$ cat config.mk
export PLATFORM = sky130hd
export DESIGN_NAME = mult_div_unit
export DESIGN_NICKNAME = d
export VERILOG_FILES = /design/src/rtl/mult_div_unit_pkg.sv /design/src/rtl/mult_div_unit_datapath.sv /design/src/rtl/mult_div_unit.sv
export SDC_FILE = /design/constraint.sdc
export NUM_CORES = 1
export LEC_CHECK = 0
export ABC_CLOCK_PERIOD_IN_PS = 3400
export CAP_MARGIN = 20
export CORE_ASPECT_RATIO = 1.4
export CORE_MARGIN = 3
export CORE_UTILIZATION = 45
export DETAILED_ROUTE_END_ITERATION = 10
export GPL_TIMING_DRIVEN = 0
export HOLD_SLACK_MARGIN = 0.06
export PLACE_DENSITY = 0.77
export SYNTH_ARGS = -nofsm -noshare
export SYNTH_HDL_FRONTEND = slang
export SYNTH_HIERARCHICAL = 1
export SYNTH_SLANG_ARGS = --single-unit
export TNS_END_PERCENT = 5
$ cat constraint.sdc
create_clock -name clk -period 3.4 [get_ports clk]
set_clock_uncertainty 0.1 [all_clocks]
set_input_delay 0.68 -clock clk [delete_from_list [all_inputs] [get_ports clk]]
set_output_delay 0.68 -clock clk [all_outputs]
set_load 0.01 [all_outputs]
$ cat src/rtl/mult_div_unit_pkg.sv
// Shared encodings for the HI/LO multiply/divide unit.
//   - op encodings carried on the op port
//   - FSM state encodings used by mult_div_unit
package mult_div_unit_pkg;

  localparam logic [2:0] OpMult  = 3'b000;
  localparam logic [2:0] OpMultu = 3'b001;
  localparam logic [2:0] OpDiv   = 3'b010;
  localparam logic [2:0] OpDivu  = 3'b011;
  localparam logic [2:0] OpMthi  = 3'b100;
  localparam logic [2:0] OpMtlo  = 3'b101;

  localparam logic [1:0] StIdle = 2'd0;
  localparam logic [1:0] StMul  = 2'd1;
  localparam logic [1:0] StDiv  = 2'd2;
  localparam logic [1:0] StFix  = 2'd3;

  // Signed variants are the even encodings of the MD group.
  function automatic logic op_is_signed(input logic [2:0] op);
    return (op == OpMult) || (op == OpDiv);
  endfunction

endpackage

$ cat src/rtl/mult_div_unit_datapath.sv
// Iterative datapath for mult_div_unit: works on unsigned magnitudes only.
//   clk, reset : clock, synchronous active-high reset
//   load       : capture a_mag/b_mag and clear the accumulator
//   step       : perform one shift-add (multiply) or restoring step (divide)
//   is_div     : selects divide behaviour for load and step
//   a_mag      : multiplicand / dividend magnitude
//   b_mag      : multiplier / divisor magnitude
//   acc        : multiply -> 2W-bit product; divide -> {remainder, quotient}
module mult_div_unit_datapath #(
  parameter int unsigned DATA_WIDTH = 32
) (
  input  logic                      clk,
  input  logic                      reset,
  input  logic                      load,
  input  logic                      step,
  input  logic                      is_div,
  input  logic [DATA_WIDTH-1:0]     a_mag,
  input  logic [DATA_WIDTH-1:0]     b_mag,
  output logic [2*DATA_WIDTH-1:0]   acc
);

  localparam int unsigned W  = DATA_WIDTH;
  localparam int unsigned W2 = 2 * DATA_WIDTH;

  logic [W2-1:0] acc_q, acc_d;
  // Multiply: multiplicand shifted left each step. Divide: low half holds the divisor.
  logic [W2-1:0] mcand_q, mcand_d;
  logic [W-1:0]  mplier_q, mplier_d;

  logic [W2-1:0] shifted;
  logic [W-1:0]  upper;
  logic [W-1:0]  diff;
  logic          take;

  always_comb begin
    acc_d    = acc_q;
    mcand_d  = mcand_q;
    mplier_d = mplier_q;
    shifted  = {acc_q[W2-2:0], 1'b0};
    upper    = shifted[W2-1:W];
    diff     = upper - mcand_q[W-1:0];
    // The bit shifted out of the top means the partial remainder is >= 2^W,
    // which always exceeds the divisor; diff is still correct modulo 2^W.
    take     = acc_q[W2-1] || (upper >= mcand_q[W-1:0]);

    if (load) begin
      acc_d    = is_div ? {{W{1'b0}}, a_mag} : '0;
      mcand_d  = is_div ? {{W{1'b0}}, b_mag} : {{W{1'b0}}, a_mag};
      mplier_d = b_mag;
    end else if (step) begin
      if (is_div) begin
        acc_d = take ? {diff, shifted[W-1:1], 1'b1} : shifted;
      end else begin
        if (mplier_q[0]) begin
          acc_d = acc_q + mcand_q;
        end
        mcand_d  = {mcand_q[W2-2:0], 1'b0};
        mplier_d = {1'b0, mplier_q[W-1:1]};
      end
    end
  end

  always_ff @(posedge clk) begin
    if (reset) begin
      acc_q    <= '0;
      mcand_q  <= '0;
      mplier_q <= '0;
    end else begin
      acc_q    <= acc_d;
      mcand_q  <= mcand_d;
      mplier_q <= mplier_d;
    end
  end

  assign acc = acc_q;

endmodule

$ cat src/rtl/mult_div_unit.sv
// Iterative multiply/divide unit with architectural HI/LO registers (EX stage).
//   clk, reset : clock, synchronous active-high reset
//   start      : request, accepted only while idle and not flushed
//   op         : MULT/MULTU/DIV/DIVU/MTHI/MTLO; 11x ignored
//   operand_a  : rs value (multiplicand, dividend, MTHI/MTLO source)
//   operand_b  : rt value (multiplier, divisor)
//   flush      : cancel the in-flight op; HI/LO untouched
//   busy       : op in flight
//   done       : one-cycle pulse when a MULT*/DIV* result lands in HI/LO
//   hi, lo     : HI and LO registers
module mult_div_unit
  import mult_div_unit_pkg::*;
#(
  parameter int unsigned DATA_WIDTH = 32
) (
  input  logic                  clk,
  input  logic                  reset,
  input  logic                  start,
  input  logic [2:0]            op,
  input  logic [DATA_WIDTH-1:0] operand_a,
  input  logic [DATA_WIDTH-1:0] operand_b,
  input  logic                  flush,
  output logic                  busy,
  output logic                  done,
  output logic [DATA_WIDTH-1:0] hi,
  output logic [DATA_WIDTH-1:0] lo
);

  localparam int unsigned W        = DATA_WIDTH;
  localparam int unsigned MdIter   = DATA_WIDTH;
  localparam int unsigned CountW   = (MdIter > 1) ? $clog2(MdIter) : 1;
  localparam logic [CountW-1:0] LastCount = CountW'(MdIter - 1);

  logic [1:0]        state_q, state_d;
  logic [CountW-1:0] count_q;
  logic              is_div_q, signed_q, sign_a_q, sign_b_q, b_zero_q;
  logic [W-1:0]      a_raw_q;
  logic [W-1:0]      hi_q, lo_q;
  logic              done_q;

  logic          idle, accept, is_mul_op, is_div_op, op_signed, a_neg, b_neg;
  logic          load, step, dp_is_div;
  logic [W-1:0]  a_mag, b_mag;
  logic [2*W-1:0] acc, prod;
  logic [W-1:0]  quot, rem, res_hi, res_lo;

  assign idle      = (state_q == StIdle);
  assign accept    = idle && start && !flush;
  assign is_mul_op = (op == OpMult) || (op == OpMultu);
  assign is_div_op = (op == OpDiv) || (op == OpDivu);
  assign op_signed = op_is_signed(op);
  assign a_neg     = op_signed && operand_a[W-1];
  assign b_neg     = op_signed && operand_b[W-1];
  assign a_mag     = a_neg ? ('0 - operand_a) : operand_a;
  assign b_mag     = b_neg ? ('0 - operand_b) : operand_b;
  assign load      = accept && (is_mul_op || is_div_op);
  assign step      = (state_q == StMul) || (state_q == StDiv);
  assign dp_is_div = load ? is_div_op : is_div_q;

  mult_div_unit_datapath #(
    .DATA_WIDTH (DATA_WIDTH)
  ) u_datapath (
    .clk    (clk),
    .reset  (reset),
    .load   (load),
    .step   (step),
    .is_div (dp_is_div),
    .a_mag  (a_mag),
    .b_mag  (b_mag),
    .acc    (acc)
  );

  always_comb begin
    state_d = state_q;
    unique case (state_q)
      StIdle: begin
        if (load) begin
          state_d = is_div_op ? StDiv : StMul;
        end
      end
      StMul, StDiv: begin
        if (flush) begin
          state_d = StIdle;
        end else if (count_q == LastCount) begin
          state_d = StFix;
        end
      end
      StFix:   state_d = StIdle;
      default: state_d = StIdle;
    endcase
  end

  // Sign fix-up on the magnitude result.
  always_comb begin
    prod = acc;
    quot = acc[W-1:0];
    rem  = acc[2*W-1:W];
    if (signed_q && (sign_a_q ^ sign_b_q)) begin
      prod = '0 - acc;
      quot = '0 - acc[W-1:0];
    end
    if (signed_q && sign_a_q) begin
      rem = '0 - acc[2*W-1:W];
    end
    if (is_div_q) begin
      res_hi = b_zero_q ? a_raw_q : rem;
      res_lo = b_zero_q ? '1 : quot;
    end else begin
      res_hi = prod[2*W-1:W];
      res_lo = prod[W-1:0];
    end
  end

  always_ff @(posedge clk) begin
    if (reset) begin
      state_q  <= StIdle;
      count_q  <= '0;
      is_div_q <= 1'b0;
      signed_q <= 1'b0;
      sign_a_q <= 1'b0;
      sign_b_q <= 1'b0;
      b_zero_q <= 1'b0;
      a_raw_q  <= '0;
      hi_q     <= '0;
      lo_q     <= '0;
      done_q   <= 1'b0;
    end else begin
      state_q <= state_d;
      done_q  <= 1'b0;
      if (load) begin
        count_q  <= '0;
        is_div_q <= is_div_op;
        signed_q <= op_signed;
        sign_a_q <= a_neg;
        sign_b_q <= b_neg;
        b_zero_q <= (operand_b == '0);
        a_raw_q  <= operand_a;
      end else if (step) begin
        count_q <= count_q + 1'b1;
      end
      if (accept && (op == OpMthi)) begin
        hi_q <= operand_a;
      end
      if (accept && (op == OpMtlo)) begin
        lo_q <= operand_a;
      end
      // A flush landing on the FIX cycle still discards the result.
      if ((state_q == StFix) && !flush) begin
        hi_q   <= res_hi;
        lo_q   <= res_lo;
        done_q <= 1'b1;
      end
    end
  end

  assign busy = !idle;
  assign done = done_q;
  assign hi   = hi_q;
  assign lo   = lo_q;

endmodule

==> impl_metrics.tcl, run 1 <==
set metrics [dict create \
    async_reset_ff_share_pct 0 \
    hold_class "flip-flop to flip-flop" \
    viasPerCell 6.43 \
    cp_data_arrival_time_ns 4.05 \
    cts_tree "yes" \
    multi_input_area_um2 15400 \
    yosysTopAreaCell "dfxtp_1" \
    clk_latency_ns 0.61 \
    hold_slack_ns 0.356 \
    worstMarginPinSlew_ns 1.09 \
    dr.pass1.iters 7 \
    cp.required_ns 3.80 \
    max_freq_mhz 274 \
    synth_edf_count 0 \
    synthCells 2947 \
    cts.sinks 269 \
    drive_gt1_share_pct 9.56 \
    pin_count 137 \
    grt_pass1_vias 22575 \
    fp.dieW_um 190 \
    area_growth_syn_to_layout_pct 19.3 \
    hpwl_um 69700 \
    m1WireLength_um 32500 \
    power.density_nw_per_um2 554 \
    portBuffers 124 \
    maxCapViolations 0 \
    leakagePower_uw 0.00943 \
    die_area_um2 50200 \
    grt_max_degree 16 \
    hold_viol_final 0 \
    synthesis.area_um2 21400 \
    ys_ff_latch 269 \
    core_area_um2 46500 \
    peakVddDrop_uv 531 \
    timing.slew.headroom_pct 27.6 \
    grt_util_all_layers_pct 35.2 \
    wl_per_cell_um 24.6 \
    top_layer "met4" \
    rows 93 \
    num_vias 24224 \
    antenna_found_initial 1 \
    ys_seq_area_share_pct 25.2 \
    clockBufferDepth 3 \
    holdBufCountCts 0 \
    worstSetupPathType "flip-flop to flip-flop" \
    clk_pin_slew_ns 0.07 \
    fin_util_pct 54.8 \
    synth.distinct_cells 87 \
    synth.avg_cell_area_um2 7.26 \
    synthFlopType "dfxtp_1" \
    drtIter0Drc 3171 \
    worst_slack_ns -0.252 \
    start_util_pct 46.0 \
    critPathCaptureType "flip-flop" \
    rsz0062_at_grt "yes" \
    startpoint_type "flip-flop" \
    finalSetupViolCount 18 \
    cts_root_buf "clkbuf_16" \
    synth_area_leaders "dfxtp_1, a21oi_1, nand2_1" \
    cp_max_fo 6 \
    slew_violations 0 \
    violations "negative setup slack" \
    synthDominantCellAreaShare_pct 25.2 \
    seq_area_um2 5460 \
    cts_max_level 1 \
    status "complete, but fails checks" \
    nets 3305 \
    drc 0 \
    wl_met2_um 40000 \
    grt_overflow_total 0 \
    final_antenna_net_count 0 \
    yosysWarnings 6 \
    cts_buffers 30 \
    fillers 4436 \
    fp.dieH_um 264 \
    met3WireLength_um 10100 \
    period_share_pct 107 \
    syn_nets 3124 \
    routed_wirelength_um 92800 \
    grt_pass1_wl_um 136000 \
    gp_congestion 1.11 \
    timing.final.crit_period_ns 3.65 \
]
## worst max-delay path, cell delays in order (launching register included)
cell	delay, ns
dfxtp_2	0.39
ha_2	0.33
o21ai_0	0.25
o21bai_1	0.16
o211a_4	0.18
or4_4	0.57
o21a_4	0.26
o2111ai_4	0.25
a31oi_4	0.17
o41ai_4	0.44
o31ai_1	0.12
a221o_1	0.32
## kinds of logic after synthesis
group	after synthesis	synth area share [%]
AOI/OAI and AO/OA	942	28.4
xor gates and xnor gates	210	8.59
adders and majority gates	106	6.27
buffers and inverters	302	5.38
DFF	269	25.2
muxes	106	4.98
and+or+nand+nor	1012	21.2
## where the power goes
part	internal, uW	switching (uW)
Clock	2210	1490
Sequential	3460	380
Combinational	2280	4330
Total	7950	6200
## per-stage QoR
| step | setup WS [ns] | setup TNS [ns] | std cells | total power, uW | cell area, um2 |
|---|---|---|---|---|---|
| final | -0.252 | -1.31 | 3768 | 14200 | 25500 |
| after global routing | -0.352 | -3.47 | 3767 | 14700 | 25500 |
| after CTS | -0.294 | -0.907 | 3746 | 13500 | 24900 |
| after detailed placement | -1.92 | -213.85 | 3688 | 9700 | 23400 |
| after global placement | -1.92 | -206.03 | 3688 | 9670 | 23400 |
| after floorplan | 0.0173 | 0 | 2947 | 7790 | 21400 |
## worst paths after layout
kind	endpoint	start	cells past startpoint	slack (ns)
worst max-delay path	u_datapath/acc[63]	u_datapath/acc[5]	11	-0.25
worst min-delay path	a_raw_q[9]	a_raw_q[9]	2	0.36
worst max register to register	u_datapath/acc[63]	u_datapath/acc[5]	11	-0.25
worst min register to register	a_raw_q[9]	a_raw_q[9]	2	0.36
## sequential cells by signal, indices dropped and copies added, names as in the netlist
name	count
a_raw_q	32
b_zero_q	1
count_q	5
done	1
hi	32
is_div_q	1
lo	32
sign_a_q	1
sign_b_q	1
signed_q	1
state_q	2
u_datapath/acc	64
u_datapath/mcand_q	64
u_datapath/mplier_q	32
## repair_timing
item | in CTS | in global routing
setup endpoints to repair | 166 | 172
gates resized for setup | 121 | 149
hold endpoints to repair | 0 | 0
pin swaps | 14 | 30
buffers inserted | 7 | 26
## cells in the mapped netlist (6+ instances only)
cell and number:
a31oi_1 41, nand3_1 61, nand3b_1 6, o311ai_0 6, a21oi_1 330, o21ai_0 155
o41ai_1 15, ha_1 104, nand4_1 34, and3_1 15, o21a_1 10, o31ai_1 26
buf_1 20, nor3_1 53, or3_1 17, a211oi_1 83, or2_2 9, a41oi_1 6
o221ai_1 16, inv_1 82, dfxtp_1 269, nor2b_1 13, o31a_1 6, xnor2_1 114
o2111ai_1 8, or4_1 15, a221oi_1 40, o211ai_1 44, o21bai_1 14, o22ai_1 8
nor4_1 32, and2_1 14, nor2_1 268, xor2_1 96, nand2_1 435, clkbuf_1 194
o21ai_1 12, nand2b_1 17, a22oi_1 8, mux2i_1 102, a21o_1 50
## area by class of cell
type	count	share of cell area [%]
multi-input combinational	2376	60.5
sequential	269	21.4
timing repair buffer	158	5.92
buffer	210	3.61
clock buffer	39	3.31
tap	617	3.02
inverter	83	1.23
clock inverter	15	1.00
antenna	1	0.00980
## cells in the final DEF, fill, tap and decap left out, types with 24 or more instances in the layout
master,netlist,layout
a211oi_1,83,78
a21o_1,50,50
a21oi_1,330,321
a221oi_1,40,39
a31oi_1,41,36
buf_4,0,36
clkbuf_1,194,147
clkbuf_16,0,30
clkbuf_2,1,28
clkdlybuf4s50_1,0,117
dfxtp_1,269,229
dfxtp_2,0,29
ha_1,104,92
inv_1,82,76
mux2i_1,102,102
nand2_1,435,433
nand3_1,61,60
nand4_1,34,34
nor2_1,268,264
nor3_1,53,51
nor4_1,32,25
o211ai_1,44,44
o21ai_0,155,145
o31ai_1,26,24
xnor2_1,114,111
xor2_1,96,93
## metal layers
layer  global-route usage [%]  vias up
met5                        0        -
met4                     30.4        0
met3                     8.75      454
met2                     54.6     1653
met1                     40.3    11083
li1                         -    11034
(Power assumes the default switching activity.)
==> run 2, diff against run 1 <==
--- a/config.mk
+++ b/config.mk
@@ -10,7 +10,9 @@
 export CORE_ASPECT_RATIO = 1.4
 export CORE_MARGIN = 3
 export CORE_UTILIZATION = 45
+export CTS_CLUSTER_SIZE = 14
 export DETAILED_ROUTE_END_ITERATION = 10
+export GPL_ROUTABILITY_DRIVEN = 1
 export GPL_TIMING_DRIVEN = 0
 export HOLD_SLACK_MARGIN = 0.06
 export PLACE_DENSITY = 0.77
==> run 2 against run 1 <==
Net effect:
- final area about the same
- first-iteration DRC count shrank 2.2%
- largest power group unchanged
- critical endpoint unchanged
- sequential power barely moved
- the run still ends with negative setup slack left
- cell count about the same
- sequential share of layout area about the same
- count of clock-buffer cells in the layout unchanged
- non-clock buffer count decreased by 3
- setup slack got worse by 0.014 ns
- sequential cell count unchanged
- core utilization barely moved
==> impl_metrics.tcl, run 2 (synthesized netlist as in run 1, its figures left out) <==
set metrics [dict create \
    status "complete, but fails checks" \
    violations "negative setup slack" \
    fin_util_pct 54.9 \
    multi_input_area_um2 15500 \
    drtIter0Drc 3101 \
    gp_congestion 1.11 \
    power.density_nw_per_um2 553 \
    clockBufferDepth 3 \
    fp.dieW_um 190 \
    grt_pass1_wl_um 137000 \
    power.switching_uw 6180 \
    portBuffers 124 \
    dpl_worst_slack_ns -1.92 \
    p_sw_share_pct 43.8 \
    critPathCaptureType "flip-flop" \
    core_area_um2 46500 \
    leakagePower_uw 0.00941 \
    cts_max_level 1 \
    cp.required_ns 3.80 \
    clk_pin_slew_ns 0.06 \
    nets 3302 \
    cts_buffers 30 \
    grt_overflow_total 0 \
    final_cell_mix "nand2_1, a21oi_1, nor2_1" \
    seq_area_um2 5460 \
    finalSetupViolCount 20 \
    cp_max_fo 6 \
    period_share_pct 108 \
    cts_root_buf "clkbuf_16" \
    rsz0062_at_grt "yes" \
    grt_max_degree 16 \
    grt_util_all_layers_pct 35.3 \
    internal_power_uw 7930 \
    worst_slack_ns -0.267 \
    hold_slack_ns 0.356 \
    timing.slew.headroom_pct 23.4 \
    viasPerCell 6.47 \
    cts_tree "yes" \
    cts.sinks 269 \
    hold_viol_final 0 \
    fillers 4434 \
    rows 93 \
    fp.dieH_um 264 \
    dr.pass1.iters 7 \
    routed_wirelength_um 92700 \
    combPwrFrac_pct 46.7 \
    start_util_pct 46.0 \
    seqPwrFrac_pct 27.2 \
    num_vias 24390 \
    worstMarginPinSlew_ns 1.14 \
    worstSetupPathType "flip-flop to flip-flop" \
    final_common_cell "nand2_1" \
    area_growth_syn_to_layout_pct 19.3 \
    timing.final.crit_period_ns 3.67 \
    pwr-share-clk_pct 26.0 \
    max_freq_mhz 273 \
    pin_count 137 \
    hold_class "flip-flop to flip-flop" \
    maxCapViolations 0 \
    drc 0 \
    clk_latency_ns 0.60 \
    peakVddDrop_uv 538 \
    wl_per_cell_um 24.6 \
    final_antenna_net_count 0 \
    hpwl_um 69700 \
    startpoint_type "flip-flop" \
    grt_pass1_vias 22634 \
    drive_gt1_share_pct 9.37 \
    antenna_found_initial 3 \
    die_area_um2 50200 \
    slew_violations 0 \
    holdBufCountCts 0 \
    cp_data_arrival_time_ns 4.06 \
]
[run 2: cell types whose count changed in the layout (fill, tap and decap cells not counted), moves of 3 or more]
cell and delta:
o21ai_0 -4, o21ai_1 +4, buf_2 -3, buf_4 -3
clkbuf_2 +3
[run 2: worst paths after layout]
| kind | from | to | slack (ns) | cells past startpoint |
|---|---|---|---|---|
| worst max-delay path | u_datapath/mcand_q[1] | u_datapath/acc[63] | -0.27 | 11 |
| worst min-delay path | a_raw_q[9] | a_raw_q[9] | 0.36 | 2 |
| worst max register to register | u_datapath/mcand_q[1] | u_datapath/acc[63] | -0.27 | 11 |
| worst min register to register | a_raw_q[9] | a_raw_q[9] | 0.36 | 2 |
[run 2: through the flow]
| step | instances | area (um2) | power (uW) | TNS, ns |
|---|---|---|---|---|
| 2_1_floorplan | 2947 | 21400 | 7790 | 0 |
| 3_3_place_gp | 3688 | 23400 | 9670 | -206.03 |
| 3_5_place_dp | 3688 | 23400 | 9700 | -213.85 |
| 4_1_cts | 3746 | 24900 | 13500 | -1.37 |
| 5_1_grt | 3765 | 25500 | 14600 | -4.20 |
| 6_report | 3767 | 25500 | 14100 | -1.44 |
[run 2: final cells by class]
| type | count | area share (%) |
|---|---|---|
| clock buffers | 39 | 3.27 |
| flip-flops and latches | 269 | 21.4 |
| diodes | 3 | 0.0294 |
| inverters | 83 | 1.23 |
| plain buffers | 210 | 3.63 |
| clock inverters | 15 | 1.00 |
| repair buffers | 155 | 5.89 |
| well taps | 617 | 3.02 |
| multi-input cells | 2376 | 60.6 |
[run 2: power by group through the flow]
| stage | clock network (uW) | logic (uW) | registers [uW] |
|---|---|---|---|
| floorplan | 0 | 4050 | 3750 |
| global placement | 0 | 5820 | 3850 |
| detailed placement | 0 | 5850 | 3860 |
| CTS | 3670 | 6000 | 3800 |
| global route | 3800 | 6970 | 3870 |
| finish | 3670 | 6600 | 3850 |
[run 2: repair_timing]
action / CTS / global route
buffers inserted: 7 / 24
pin swaps: 14 / 35
endpoints found under the setup margin: 166 / 177
endpoints found under the hold margin: 0 / 0
resized for setup: 113 / 164
[run 2: per-layer routing]
metal,GRT usage (%),share of wire (%),vias to the layer above,routed length (um)
met5,0,0.014,-,13
met3,9.07,11,496,10100
met4,30.3,11,2,10400
met1,40.4,35,11150,32400
met2,54.6,43,1708,39700
li1,-,-,11034,-
[run 2: worst max-delay path: stages, from the launching register on]
cell and delay, ns:
dfxtp_4 0.43, ha_4 0.23, a211oi_4 0.26, o21ai_2 0.10, o211a_2 0.28, or4_4 0.57
o21a_4 0.26, o2111ai_4 0.25, a31oi_4 0.18, o41ai_4 0.46, o31ai_1 0.12, a221o_1 0.31
==> variant 1 (config.mk and constraints of run 2) <==
`DATA_WIDTH` is set to 32 in 2 places; all go to 16.
--- a/src/rtl/mult_div_unit_datapath.sv
+++ b/src/rtl/mult_div_unit_datapath.sv
@@ -7,7 +7,7 @@
 //   b_mag      : multiplier / divisor magnitude
 //   acc        : multiply -> 2W-bit product; divide -> {remainder, quotient}
 module mult_div_unit_datapath #(
-  parameter int unsigned DATA_WIDTH = 32
+  parameter int unsigned DATA_WIDTH = 16
 ) (
   input  logic                      clk,
   input  logic                      reset,
--- a/src/rtl/mult_div_unit.sv
+++ b/src/rtl/mult_div_unit.sv
@@ -11,7 +11,7 @@
 module mult_div_unit
   import mult_div_unit_pkg::*;
 #(
-  parameter int unsigned DATA_WIDTH = 32
+  parameter int unsigned DATA_WIDTH = 16
 ) (
   input  logic                  clk,
   input  logic                  reset,
Ports: changed (resized hi, lo, operand_a and operand_b); port bits go from 137 to 73. The function was not compared with the original's and may differ.
==> variant 1 against run 2 <==
Non-clock buffer count fell by 204. Largest power group unchanged. Routed wire length decreased by 57%. Synthesized area down 49%. Design area decreased by 50%. Worst setup slack better by 0.35 ns. Largest cell class unchanged. Sequential cell count is 129 lower. Total power is 49% lower.
==> variant 1: results (changes against run 2) <==
Final layout
  • Fin nets: 1655 (-50%)
  • Share of cells above drive strength 1: 0.0649 (-0.0288)
  • Fillers: 2290 (-48%)
  • Ant. Diodes: 0 (-3)

Run status
  • Outcome: complete, no violations

Clock tree
  • Clock Path Buffers: 2 (-1)
  • Clock transition at the registers of the reported paths: 0.06 ns (about the same)
  • TritonCTS buffer count: 17 (-43%)
  • Clk root buf: clkbuf_16
  • Worst-skew pair later-pin latency: 0.44 ns (-0.16 ns)
  • CTS H-tree depth: 4 (+3)

Detailed routing
  • Met3 WL: 3.37 mm (-67%)
  • Top Metal Used: met5
  • Initial drt markers: 1349 (-56%)
  • DR pass1 iterations: 6 (-1)
  • Wirelength, routed: 39.8 mm (-57%)
  • Total number of vias: 11900 (-51%)
  • WL met1: 14.3 mm (-56%)
  • Met2 wire length: 18.3 mm (-54%)
  • DRC Markers: 0 (unchanged)

Logic synthesis
  • Top post-synthesis cells by area: dfxtp_1 26%, a21oi_1 6.9%, nand2_1 6.5%, ha_1 6.3%, mux2i_1 5.0%
  • Sequential-to-total area share from yosys stat: 0.256 (+0.00411)
  • Syn. warnings: 6 (unchanged)
  • Most numerous cell in the Yosys netlist: nand2_1
  • Share of flip-flops with an asynchronous set or reset: 0 (unchanged)
  • Mapped Nets: 1568 (-50%)
  • Commonest cells in the netlist: 189 x nand2_1, 152 x a21oi_1, 140 x dfxtp_1, 140 x nor2_1, 78 x clkbuf_1
  • Synth unique cells: 84 (-3.4%)

Flow run
  • Max cap viols: 0 (unchanged)

Placed design
  • Placed Instance Area: 0.0120 mm2 (-49%)
  • Detailed-placement wirelength estimate: 30.7 mm (-56%)
  • GP Congestion: 1.00 (-9.8%)
  • Number of port buffers: 67 (-46%)

Global route
  • Met2 usage: 0.490 (-0.0551)
  • Met3 GRT Util: 0.0631 (-0.0276)
  • Vias in the first global route: 11200 (-51%)
  • GR Util All Layers: 0.297 (-0.0564)
  • First-pass GRT wire length: 60.3 mm (-56%)
  • Initial antenna violation count: 1 (-2)
  • Pin count of the biggest net entering global routing: 20 (+4)
  • Met1 Track Usage GR: 0.317 (-0.0864)

Pwr
  • P_comb: 3110 uW (-53%)
  • Switch Pwr: 2950 uW (-52%)
  • Total leakage power: 0.00488 uW (-48%)
  • Int Pwr: 4180 uW (-47%)
  • Sequential power: 1990 uW (-48%)
  • VDD IR max: 0.000422 V (-22%)

Timing
  • Least-Margin Pin Slew: 0.781 ns (-0.356 ns)
  • Final setup vio count: 0 (-100%)

Critical path
  • CP delay by family, top: buffers and inverters
  • Data arrival, critical path: 3.56 ns (-0.50 ns)
  • R2R Setup Slk: 0.09 ns (+0.35 ns)
  • CP peak stage delay: 0.46 ns (-0.11 ns)
  • Slowest cell on the critical path: clkdlybuf4s50_1
  • Crit path max fanout: 10 (+4)

Hold path
  • Hold Crit Class: reg -> reg
[variant 1: changes by cell type after synthesis, moves of 32 or more]
cell	run 2	this run
xnor2_1	114	38
nand2_1	435	189
a21oi_1	330	152
o21ai_0	155	73
mux2i_1	102	55
dfxtp_1	269	140
nor2_1	268	140
ha_1	104	55
a211oi_1	83	51
clkbuf_1	194	78
xor2_1	96	46
nand3_1	61	21
[variant 1: logic make-up after synthesis]
| kind of cell | count (synthesis) | synth area share |
|---|---|---|
| flops | 140 | 0.256 |
| xor+xnor | 84 | 0.0671 |
| buf+inv | 148 | 0.0524 |
| fa+ha+maj | 57 | 0.0664 |
| compound gates | 475 | 0.286 |
| mux | 60 | 0.0554 |
| simple gates | 508 | 0.217 |
[variant 1: area by class of cell]
class	count	area, um2	area share
Buffer	90	400	0.0314
Clock buffer	21	470	0.0369
Clock inverter	10	160	0.0125
Inverter	54	205	0.0161
Multi-Input combinational cell	1185	7640	0.598
Sequential cell	140	2810	0.220
Tap cell	306	383	0.0300
Timing Repair Buffer	71	701	0.0549
[variant 1: path summary, 6_finish.rpt]
kind | endpoint | from | cells after the start
min reg2reg | a_raw_q[6] | a_raw_q[6] | 2
min | a_raw_q[6] | a_raw_q[6] | 2
max | u_datapath/acc[14] | flush | 12
max reg2reg | u_datapath/acc[24] | u_datapath/mcand_q[0] | 10
[variant 1: repair_timing]
item,in CTS,in global routing
cloned,0,1
setup endpoints to repair,80,68
resized for setup,28,16
buffers inserted,0,4
pin swaps,0,3
hold buffers,0,0
[variant 1: stage by stage]
step	util	worst slack, ns	cells	hold WS, ns
floorplan	-	0.0994	1472	0.331
global placement	0.509	-1.81	1845	0.341
detailed placement	0.509	-1.79	1845	0.353
CTS	0.538	-0.117	1874	0.361
global route	0.541	0.00180	1877	0.371
finish	0.541	0.0861	1877	0.361
==> variant 2 (flow settings as in run 2) <==
Without the edit above. Add an input register stage for `operand_a`, without a reset; this delays it by one clock. The other inputs are not delayed to match.
--- a/src/rtl/mult_div_unit.sv
+++ b/src/rtl/mult_div_unit.sv
@@ -31,6 +31,12 @@
   localparam int unsigned CountW   = (MdIter > 1) ? $clog2(MdIter) : 1;
   localparam logic [CountW-1:0] LastCount = CountW'(MdIter - 1);
 
+  logic [DATA_WIDTH-1:0] operand_a_q;
+
+  always_ff @(posedge clk) begin
+    operand_a_q <= operand_a;
+  end
+
   logic [1:0]        state_q, state_d;
   logic [CountW-1:0] count_q;
   logic              is_div_q, signed_q, sign_a_q, sign_b_q, b_zero_q;
@@ -49,9 +55,9 @@
   assign is_mul_op = (op == OpMult) || (op == OpMultu);
   assign is_div_op = (op == OpDiv) || (op == OpDivu);
   assign op_signed = op_is_signed(op);
-  assign a_neg     = op_signed && operand_a[W-1];
+  assign a_neg     = op_signed && operand_a_q[W-1];
   assign b_neg     = op_signed && operand_b[W-1];
-  assign a_mag     = a_neg ? ('0 - operand_a) : operand_a;
+  assign a_mag     = a_neg ? ('0 - operand_a_q) : operand_a_q;
   assign b_mag     = b_neg ? ('0 - operand_b) : operand_b;
   assign load      = accept && (is_mul_op || is_div_op);
   assign step      = (state_q == StMul) || (state_q == StDiv);
@@ -134,15 +140,15 @@
         sign_a_q <= a_neg;
         sign_b_q <= b_neg;
         b_zero_q <= (operand_b == '0);
-        a_raw_q  <= operand_a;
+        a_raw_q  <= operand_a_q;
       end else if (step) begin
         count_q <= count_q + 1'b1;
       end
       if (accept && (op == OpMthi)) begin
-        hi_q <= operand_a;
+        hi_q <= operand_a_q;
       end
       if (accept && (op == OpMtlo)) begin
-        lo_q <= operand_a;
+        lo_q <= operand_a_q;
       end
       // A flush landing on the FIX cycle still discards the result.
       if ((state_q == StFix) && !flush) begin
Check against the original RTL: not equivalent (a bounded check fails within 4 cycles, from zero or initial values and one cycle with reset high).
==> variant 2 against run 2 <==
The run still ends with setup timing left. Synthesized cell count is 2.1% lower. Sequential share of layout area rose by 1.6 points. Sequential power is 21% higher. Worst hold slack better by 0.011 ns. Synthesized area grew 4.7%. Worst setup slack better by 0.064 ns. Total power up 14%. Design area rose by 3.4%. Maximum frequency rose by 1.8%. Routed wire length rose by 0.25%. Clock power up 10%. Sequential cell count is 32 higher.
==> variant 2: results (changes against run 2) <==
Run status
  • Outcome: complete, but fails checks
  • Failing checks: setup timing

Logic synthesis
  • Syn Area/Cell: 7.77 um2 (+6.9%)
  • Mapped Nets: 3062 (-2.0%)
  • Top post-synthesis cells by area: dfxtp_1 27%, ha_1 5.8%, nand2_1 5.3%, a21oi_1 5.1%, nor2_1 4.6%
  • Sequential-to-total area share from yosys stat: 0.269 (+0.0173)
  • Commonest cells in the netlist: 314 x nand2_1, 301 x dfxtp_1, 275 x nor2_1
  • Post-synthesis adder-cell area fraction: 0.0599 (-0.00280)
  • Synth Area in Compound Gates: 0.272 (-0.0118)
  • Synth unique cells: 108 (+24%)
  • XOR/XNOR Fraction of Synth Area: 0.0797 (-0.00619)
  • Mux cell area share after synthesis: 0.0628 (+0.0130)

Placed design
  • GP Congestion: 1.08 (-2.8%)
  • Pre-CTS WS: -2.00 ns (-0.0808 ns)
  • Number of port buffers: 136 (+9.7%)
  • Detailed-placement wirelength estimate: 71.8 mm (+3.0%)
  • Placed Instance Area: 0.0246 mm2 (+5.0%)
  • Cells after DPL: 3660 (-0.76%)

Timing
  • Final setup vio count: 12 (-40%)
  • Worst setup margin: -0.203 ns (+0.0637 ns)
  • Least-Margin Pin Slew: 1.14 ns (+0.000243 ns)
  • Fin Setup TNS: -0.617 ns (+0.827 ns)
  • Hold Slack: 0.367 ns (+0.0106 ns)

Pwr
  • P_comb: 7450 uW (+13%)
  • Total leakage power: 0.00984 uW (+4.6%)
  • Total power: 16200 uW (+14%)
  • Clock Power: 4040 uW (+10%)
  • Int Pwr: 9060 uW (+14%)
  • VDD IR max: 0.000569 V (+5.8%)

Detailed routing
  • Wirelength, routed: 92.9 mm (+0.25%)
  • DR pass1 iterations: 6 (-1)
  • Vias per Instance: 6.47 (about the same)
  • Routed length per placed instance: 24.9 um (+1.4%)
  • Initial drt markers: 2894 (-6.7%)

Critical path
  • Data arrival, critical path: 3.93 ns (-0.13 ns)
  • Beginning of the critical path: u_datapath/acc[17]
  • CP delay by family, top: simple AND/OR/NAND/NOR gates
  • Worst Setup EP: hi[23]
  • R2R Setup Slk: -0.20 ns (+0.06 ns)
  • R2R cell count: 6 (-5)
  • CP peak stage delay: 0.85 ns (+0.28 ns)
  • Slowest cell on the critical path: o41ai_1

Final layout
  • Share of cells above drive strength 1: 0.109 (+0.0154)
  • Fin nets: 3240 (-1.9%)
  • Ant. Diodes: 0 (-3)

Global route
  • Vias in the first global route: 22700 (+0.24%)
  • GR Util All Layers: 0.336 (-0.0171)
  • First-pass GRT wire length: 138 mm (+1.2%)
  • Pin count of the biggest net entering global routing: 19 (+3)
  • Initial antenna violation count: 1 (-2)

Clock tree
  • TritonCTS buffer count: 34 (+13%)
  • Post-CTS sizing: 118 (+4.4%)
  • Worst-skew pair later-pin latency: 0.54 ns (-0.06 ns)
  • CTS H-tree depth: 2 (+1)

Hold path
  • HP Start: a_raw_q[0]
  • Worst Hold End: a_raw_q[0]
[variant 2: changes by cell type in the layout (fill, tap and decap cells not counted), sizes merged, moves of 13 or more]
cell           change
a21oi             -97
a22oi             +33
clkbuf            -26
clkdlybuf4s50     +19
dfxtp             +32
mux2              +33
nand2            -119
nor3              +32
o21ai             -13
o22ai             +32
[variant 2: cell type report]
cell class / count / area, um2
Buffer: 196 / 926
Fill cell: 4555 / 22700
Multi-Input combinational cell: 2306 / 15700
Tap cell: 637 / 797
Sequential cell: 301 / 6080
Inverter: 78 / 298
Clock buffer: 44 / 982
Clock inverter: 16 / 223
Timing Repair Buffer: 146 / 1450
[variant 2: metal layers]
layer / track usage / vias to the layer above / share of wire
met2: 0.532 / 1591 / 0.44
met3: 0.0696 / 439 / 0.10
met5: 0 / - / 0
met1: 0.378 / 11000 / 0.35
li1: - / 11000 / -
met4: 0.307 / 0 / 0.11
